File: src/rtl/psum_acc_ctrl.sv
// Psum drain/accumulate controller: writes raw psums from ofifo into pmem, then reads
// kernel-shifted psum groups per output pixel and flags each accumulated output on sfp_out.
module psum_acc_ctrl #(
    parameter int unsigned LEN_NIJ = 36,
    parameter int unsigned LEN_KIJ = 9,
    parameter int unsigned IN_W    = 6,
    parameter int unsigned OUT_W   = 4,
    parameter int unsigned KER     = 3,
    parameter int unsigned A_W     = 9,
    parameter int unsigned ACC_LAT = 3
) (
    input  logic           clk,
    input  logic           reset,
    input  logic           start,
    input  logic           ofifo_valid,
    output logic           ofifo_rd,
    output logic           cen_pmem,
    output logic           wen_pmem,
    output logic [A_W-1:0] a_pmem,
    output logic           acc,
    output logic           psum_bypass,
    output logic           out_valid,
    output logic [3:0]     out_idx,
    output logic           busy,
    output logic           done
);

    localparam int unsigned KW = (KER > 1) ? $clog2(KER) : 1;
    localparam int unsigned OW = (OUT_W > 1) ? $clog2(OUT_W) : 1;
    localparam logic [A_W-1:0] LastWr  = A_W'(LEN_NIJ * LEN_KIJ - 1);
    localparam logic [A_W-1:0] StepCol = A_W'(LEN_NIJ + 1);
    localparam logic [A_W-1:0] StepRow = A_W'(LEN_NIJ + IN_W - KER + 1);
    localparam logic [A_W-1:0] IcRow   = A_W'(IN_W - OUT_W + 1);

    typedef enum logic [2:0] {
        StIdle, StDrain, StAccum, StSep, StFlush, StDone
    } state_e;

    state_e         state_q, state_d;
    logic [A_W-1:0] addr_q, addr_d;
    logic [A_W-1:0] ic_q, ic_d, ic_nxt;
    logic [OW-1:0]  ocol_q, ocol_d;
    logic [3:0]     oc_q, oc_d;
    logic [KW-1:0]  kr_q, kr_d, kc_q, kc_d;
    logic           bypass_q;
    logic           load;
    logic [ACC_LAT-1:0] pipe_q, pipe_d, pend;
    logic [3:0]     idx_q [ACC_LAT];
    logic [3:0]     idx_d [ACC_LAT];

    always_comb begin
        state_d  = state_q;
        addr_d   = addr_q;
        ic_d     = ic_q;
        ic_nxt   = ic_q;
        ocol_d   = ocol_q;
        oc_d     = oc_q;
        kr_d     = kr_q;
        kc_d     = kc_q;
        ofifo_rd = 1'b0;
        cen_pmem = 1'b1;
        wen_pmem = 1'b1;
        acc      = 1'b0;
        load     = 1'b0;
        pend     = pipe_q;
        pend[ACC_LAT-1] = 1'b0;
        unique case (state_q)
            StIdle: begin
                if (start) begin
                    state_d = StDrain;
                    addr_d  = '0;
                end
            end
            StDrain: begin
                if (ofifo_valid) begin
                    ofifo_rd = 1'b1;
                    cen_pmem = 1'b0;
                    wen_pmem = 1'b0;
                    if (addr_q == LastWr) begin
                        state_d = StAccum;
                        addr_d  = '0;
                        ic_d    = '0;
                        ocol_d  = '0;
                        oc_d    = '0;
                        kr_d    = '0;
                        kc_d    = '0;
                    end else begin
                        addr_d = addr_q + 1'b1;
                    end
                end
            end
            StAccum: begin
                cen_pmem = 1'b0;
                acc      = 1'b1;
                // Column step skips one pixel; row step also jumps the (KER-1)-wide margin.
                if (kc_q == KW'(KER - 1)) begin
                    kc_d = '0;
                    if (kr_q == KW'(KER - 1)) begin
                        kr_d    = '0;
                        state_d = StSep;
                    end else begin
                        kr_d   = kr_q + 1'b1;
                        addr_d = addr_q + StepRow;
                    end
                end else begin
                    kc_d   = kc_q + 1'b1;
                    addr_d = addr_q + StepCol;
                end
            end
            StSep: begin
                load = 1'b1;
                if (oc_q == 4'(OUT_W * OUT_W - 1)) begin
                    state_d = StFlush;
                end else begin
                    state_d = StAccum;
                    oc_d    = oc_q + 1'b1;
                    if (ocol_q == OW'(OUT_W - 1)) begin
                        ocol_d = '0;
                        ic_nxt = ic_q + IcRow;
                    end else begin
                        ocol_d = ocol_q + 1'b1;
                        ic_nxt = ic_q + 1'b1;
                    end
                    ic_d   = ic_nxt;
                    addr_d = ic_nxt;
                end
            end
            StFlush: begin
                // Leave once only the entry now on the output stage remains.
                if (pend == '0) begin
                    state_d = StDone;
                end
            end
            StDone: begin
                state_d = StIdle;
                addr_d  = '0;
            end
            default: state_d = StIdle;
        endcase
    end

    always_comb begin
        pipe_d    = '0;
        pipe_d[0] = load;
        idx_d[0]  = oc_q;
        for (int i = 1; i < int'(ACC_LAT); i++) begin
            pipe_d[i] = pipe_q[i-1];
            idx_d[i]  = idx_q[i-1];
        end
    end

    always_ff @(posedge clk) begin
        if (!reset) begin
            state_q  <= StIdle;
            addr_q   <= '0;
            ic_q     <= '0;
            ocol_q   <= '0;
            oc_q     <= '0;
            kr_q     <= '0;
            kc_q     <= '0;
            bypass_q <= 1'b0;
            pipe_q   <= '0;
            for (int i = 0; i < int'(ACC_LAT); i++) idx_q[i] <= '0;
        end else begin
            state_q  <= state_d;
            addr_q   <= addr_d;
            ic_q     <= ic_d;
            ocol_q   <= ocol_d;
            oc_q     <= oc_d;
            kr_q     <= kr_d;
            kc_q     <= kc_d;
            bypass_q <= (state_d == StDrain);
            pipe_q   <= pipe_d;
            for (int i = 0; i < int'(ACC_LAT); i++) idx_q[i] <= idx_d[i];
        end
    end

    assign a_pmem      = addr_q;
    assign psum_bypass = bypass_q;
    assign out_valid   = pipe_q[ACC_LAT-1];
    assign out_idx     = idx_q[ACC_LAT-1];
    assign busy        = (state_q != StIdle);
    assign done        = (state_q == StDone);

endmodule
File: config.mk
export PLATFORM = sky130hd
export DESIGN_NAME = psum_acc_ctrl
export DESIGN_NICKNAME = d
export VERILOG_FILES = /design/src/rtl/psum_acc_ctrl.sv
export SDC_FILE = /design/constraint.sdc
export NUM_CORES = 1
export LEC_CHECK = 0
export CAP_MARGIN = 20
export CORE_MARGIN = 2
export CORE_UTILIZATION = 45
export DETAILED_ROUTE_END_ITERATION = 16
export PLACE_DENSITY_LB_ADDON = 0.1
export SLEW_MARGIN = 10
export SYNTH_ARGS = -nofsm -noshare
export SYNTH_HDL_FRONTEND = slang
export SYNTH_SLANG_ARGS = --single-unit
export TNS_END_PERCENT = 1
File: constraint.sdc
create_clock -name clk -period 2.29 [get_ports clk]
set_clock_uncertainty 0.05 [all_clocks]
set_input_delay 0.458 -clock clk [delete_from_list [all_inputs] [get_ports clk]]
set_output_delay 0.458 -clock clk [all_outputs]
set_load 0.01 [all_outputs]
Word level (Yosys, flattened, before mapping)
Memories as Yosys holds them, arrays and structs flattened.
Cells that the tools add are included.
Operators by class
  equal/unequal tests: 17
  $add $sub $neg: 9
  bitwise logic cells: 3
  reduce and logical (&&, ||, !) cells: 10
  muxes and demuxes: 45
Operators by type and width (number)
  $mux W9: 9
  $pmux W9 S5: 1
  $mux W4: 6
  $mux W3: 7
  $add A9 B1 Y9 const B: 2
  $add A9 B6 Y9 const B: 2
  $pmux W9 S2: 1
  $pmux W3 S5: 1
  $mux W2: 7
  $pmux W2 S2: 3
  $ne A2 B2 Y1 const B: 5
  $add A9 B2 Y9 const B: 1
  $eq A9 B9 Y1 const B: 1
  $mux W1: 8
  $pmux W4 S2: 1
  $reduce_and A4 Y1: 2
  $add A2 B1 Y2 const B: 3
  $eq A2 B2 Y1 const B: 3
  $eq A3 B1 Y1 const B: 2
  $eq A3 B2 Y1 const B: 2
  $eq A3 B3 Y1 const B: 2
  $reduce_and A5 Y1: 1
  $reduce_bool A5 Y1: 1
  $add A4 B1 Y4 const B: 1
  other kinds (9): 12
Word-level totals
  bits in registers: 35
  bits of input ports: 4
  logic and storage cells: 94
  memories: 1
  bits in writable memories: 12
Memories
  idx_q: words 3, width 4, read ports 3, clocked after memory_dff 0, wr ports 3, line 48  | logic [3:0] idx_q [ACC_LAT];

Longest topological paths before layout
  word-level depth: 5
  gate-level depth with buffers: 8
  depth with buffers taken out: 7

Least setup slack after synthesis
OpenSTA, ideal clock, no wires.
  path kind: register to register
  from: reg addr_q[0], in the netlist a_pmem[0]
  to: reg ic_q[1]
  path buffers: 1
  slack: 0.364 ns
  data arrival time: 1.759 ns
  stages on the path, launching flop included: 7
  period minus slack after synthesis: 1.926 ns
  data required time: 2.123 ns
  library setup time: 0.117 ns
  cells stage by stage: dfxtp_1 ha_1 and4b_1 nand4_2 and2_1 buf_2 a32o_1
Between the ends
  cells in the longest elaborated chain, start to end: 3
Ends and longest elaborated chain
  from (decl): line 40  | logic [A_W-1:0] addr_q, addr_d;
  from (signal assigned): line 166  | addr_q <= addr_d;
  $eq A9 B9 Y1: line 79  | if (addr_q == LastWr) begin
  $ne A2 B2 Y1 (no line)
  $reduce_and A4 Y1 (no line)
  to (signal assigned): line 167  | ic_q <= ic_d;
  to (decl): line 41  | logic [A_W-1:0] ic_q, ic_d, ic_nxt;
No other way between the ends.
A chain may end at the register's enable or synchronous reset.

Worst setup path in the final report
  from: reg state_q[2]
  to: out busy
Between the ends
  cells in the longest elaborated chain, start to end: 1
Ends and longest elaborated chain
  from (decl): line 39  | state_e state_q, state_d;
  from (signal assigned): line 154  | state_q <= StIdle;
  from (signal assigned): line 165  | state_q <= state_d;
  $reduce_bool A3 Y1: line 182  | assign busy = (state_q != StIdle);
  to (decl): line 24  | output logic busy,
No other way between the ends.

==> run_results.csv <==
group,metric,value,unit
clock_network,cts_buffer_depth,2,
critical_path,worstSetupPathType,"reg -> out",
logic_synthesis,ys.flop_type,"dfxtp_1",
grt,grt_pass1_vias,1975,
sta,fin_crit,2.22,ns
floorplanning,initial_utilization,45.9,%
drt,vias,2246,
critical_path,cp-start-kind,"flip-flop",
final_layout,drive_gt1_share,14.5,%
sta,whs,0.388,ns
drt,routedWlPerCell,14.9,µm
grt,antenna_found_initial,0,
clock_network,htree_levels,2,
place,dp_cells,394,
logic_synthesis,synth_edf_count,0,
grt,grtUsageTotal,20.4,%
logic_synthesis,avgSynthCellArea,8.46,µm²
drt,routed_wl,5990,µm
power_and_ir_drop,pwr_density_cell,541,nW/µm²
critical_path,r2r_setup_slack,0.14,ns
logic_synthesis,synth_area,2500,µm²
sta,tns,0,ns
grt,grt_pass1_wl,9890,µm
drt,drt_iter0_drc,98,
clock_network,numCtsBuffers,5,
critical_path,required,1.78,ns
grt,grt_max_degree,29,
clock_network,clock_tree.root_cell,"clkbuf_8",
flow_run,max_cap_violations,0,
critical_path,cp.arrival,1.72,ns
logic_synthesis,synth_cell_type_count,63,
floorplanning,die_width,78.5,µm
place,portBuffers,24,
logic_synthesis,yosys_warnings,0,
final_layout,layout_commonest_cell,"dfxtp_1",
power_and_ir_drop,vdd_drop_max,0.381,mV
logic_synthesis,synthArstFlopShare,0,%
place,place_area,2900,µm²
sta,fin_crit_sh,97.1,%
drt,drc_errors,0,
clock_network,insertion_delay,0.31,ns
final_layout,final_cell_mix,"dfxtp_1, nor2_1, nand2_1",
final_layout,fillers,512,
critical_path,crit_fanout,10,
floorplanning,ioPinCount,25,
place,dpl.hpwl,4310,µm
logic_synthesis,syn-num-nets,305,
run_status,status,"completed",
drt,postRouteAntennaNets,0,
final_layout,antenna_cells,0,
floorplanning,core,5440,µm²
place,finalWeightedCongestion,0.911,
critical_path,end_kind,"output port",
sta,tightest_slew,0.646,ns
critical_path,slowest_stage,"clkdlybuf4s50_1",
floorplanning,dieHeight,78.5,µm
final_layout,syn_to_final_growth,22.0,%
power_and_ir_drop,power.leakage,1.14,nW
sta,maxSlewHeadroom,56.7,%
final_layout,final_cells,403,
clock_network,cts.clk_slew.worst_paths,0.10,ns
critical_path,path_cells,"buf_4 -> or3_1 -> clkdlybuf4s50_1",
logic_synthesis,synthesis.instances,295,
sta,max_freq,450,MHz
sta,final_max_slew_viol_count,0,
grt,overflow,0,
sta,hold_violations,0,
clock_network,clock-sinks,47,
final_layout,nets,340,
logic_synthesis,ys_ff_latch,47,
min_path,hp-class,"reg -> reg",
critical_path,cp_slowest_stage_delay,0.48,ns
logic_synthesis,synth_seq_area_share,37.7,%
drt,first_pass_iters,4,
final_layout,final_area,3040,µm²
drt,routed_via_density,5.57,
clock_network,cts_tree,"yes",
floorplanning,dieArea,6160,µm²
floorplanning,std_cell_rows,27,
clock_network,ctsHoldBuffers,0,
sta,setup_violations,0,
critical path: cells and delay by family, from the launching register on:
family | cells | cell delay [ns]
buffers and inverters | 2 | 0.66
DFF | 1 | 0.37
and+or+nand+nor | 1 | 0.37
registers in the layout, indices dropped and copies added, names as in the netlist:
| name | flops |
|---|---|
| kr_q | 2 |
| psum_bypass | 1 |
| pipe_q | 3 |
| oc_q | 4 |
| a_pmem | 9 |
| kc_q | 2 |
| ocol_q | 2 |
| state_q | 3 |
| ic_q | 9 |
| idx_q | 12 |
cells in the mapped netlist (all sizes together) (5+ instances only):
cell type,n,area [µm²]
dfxtp,47,941
nor2,29,109
nand2,26,97.6
a21oi,22,110
o21ai,18,90.1
and2,17,106
nand3,14,70.1
clkbuf,10,37.5
buf,8,46.3
a31oi,6,37.5
a211oi,5,37.5
ha,5,62.6
inv,5,18.8
nor3,5,25.0
report_power, final:
| part | switching, mW | internal, mW | total [mW] |
|---|---|---|---|
| Clock | 0.299 | 0.331 | 0.630 |
| Sequential | 0.0132 | 0.826 | 0.840 |
| Combinational | 0.0961 | 0.0803 | 0.176 |
worst paths after layout:
check	from	endpoint	cells past startpoint
setup / recovery	state_q[2]	busy	3
hold / removal	idx_q[0][1]	idx_q[0][5]	1
setup reg to reg	state_q[0]	a_pmem[6]	7
hold reg to reg	idx_q[0][1]	idx_q[0][5]	1
cells by family (layout without fill, tap and decap cells):
logic type	Yosys count	count (layout)	synth area share (%)
fa+ha+maj	6	6	3.31
compound gates	82	82	22.6
simple gates	125	125	28.1
mux	3	3	1.25
flops	47	47	37.7
xor+xnor	8	8	2.81
buf+inv	24	60	4.26
layer usage:
layer / track usage [%] / up-vias / wire, µm
met5: 0 / - / 0
met4: 5.61 / 0 / 59
met3: 4.83 / 6 / 241
met2: 31.0 / 37 / 2730
met1: 28.8 / 1051 / 2960
li1: - / 1152 / -
through the flow:
stage          util, %  total power, mW  worst slack, ns
2_1_floorplan        -            0.959            0.364
3_3_place_gp      53.3             1.03            0.128
3_5_place_dp      53.3             1.03            0.114
4_1_cts           55.6             1.66          0.00975
5_1_grt           56.0             1.73         -0.00542
6_report          56.0             1.65           0.0669
timing repair:
item / 4_1_cts / 5_1_grt
setup buffers: 0 / 1
pin swaps: 0 / 1
endpoints found under the setup margin: 4 / 4
hold endpoints to repair: 0 / 0
resized for setup: 5 / 5
layout make-up:
type	count	area, µm²	area share, %
multi-input combinational	224	1460	47.9
sequential	47	945	31.0
timing repair buffer	46	409	13.4
tap	72	90.1	2.96
clock buffer	5	68.8	2.26
clock inverter	3	47.5	1.56
inverter	6	25.0	0.822
No activity file was read; power rests on OpenSTA's default activity.
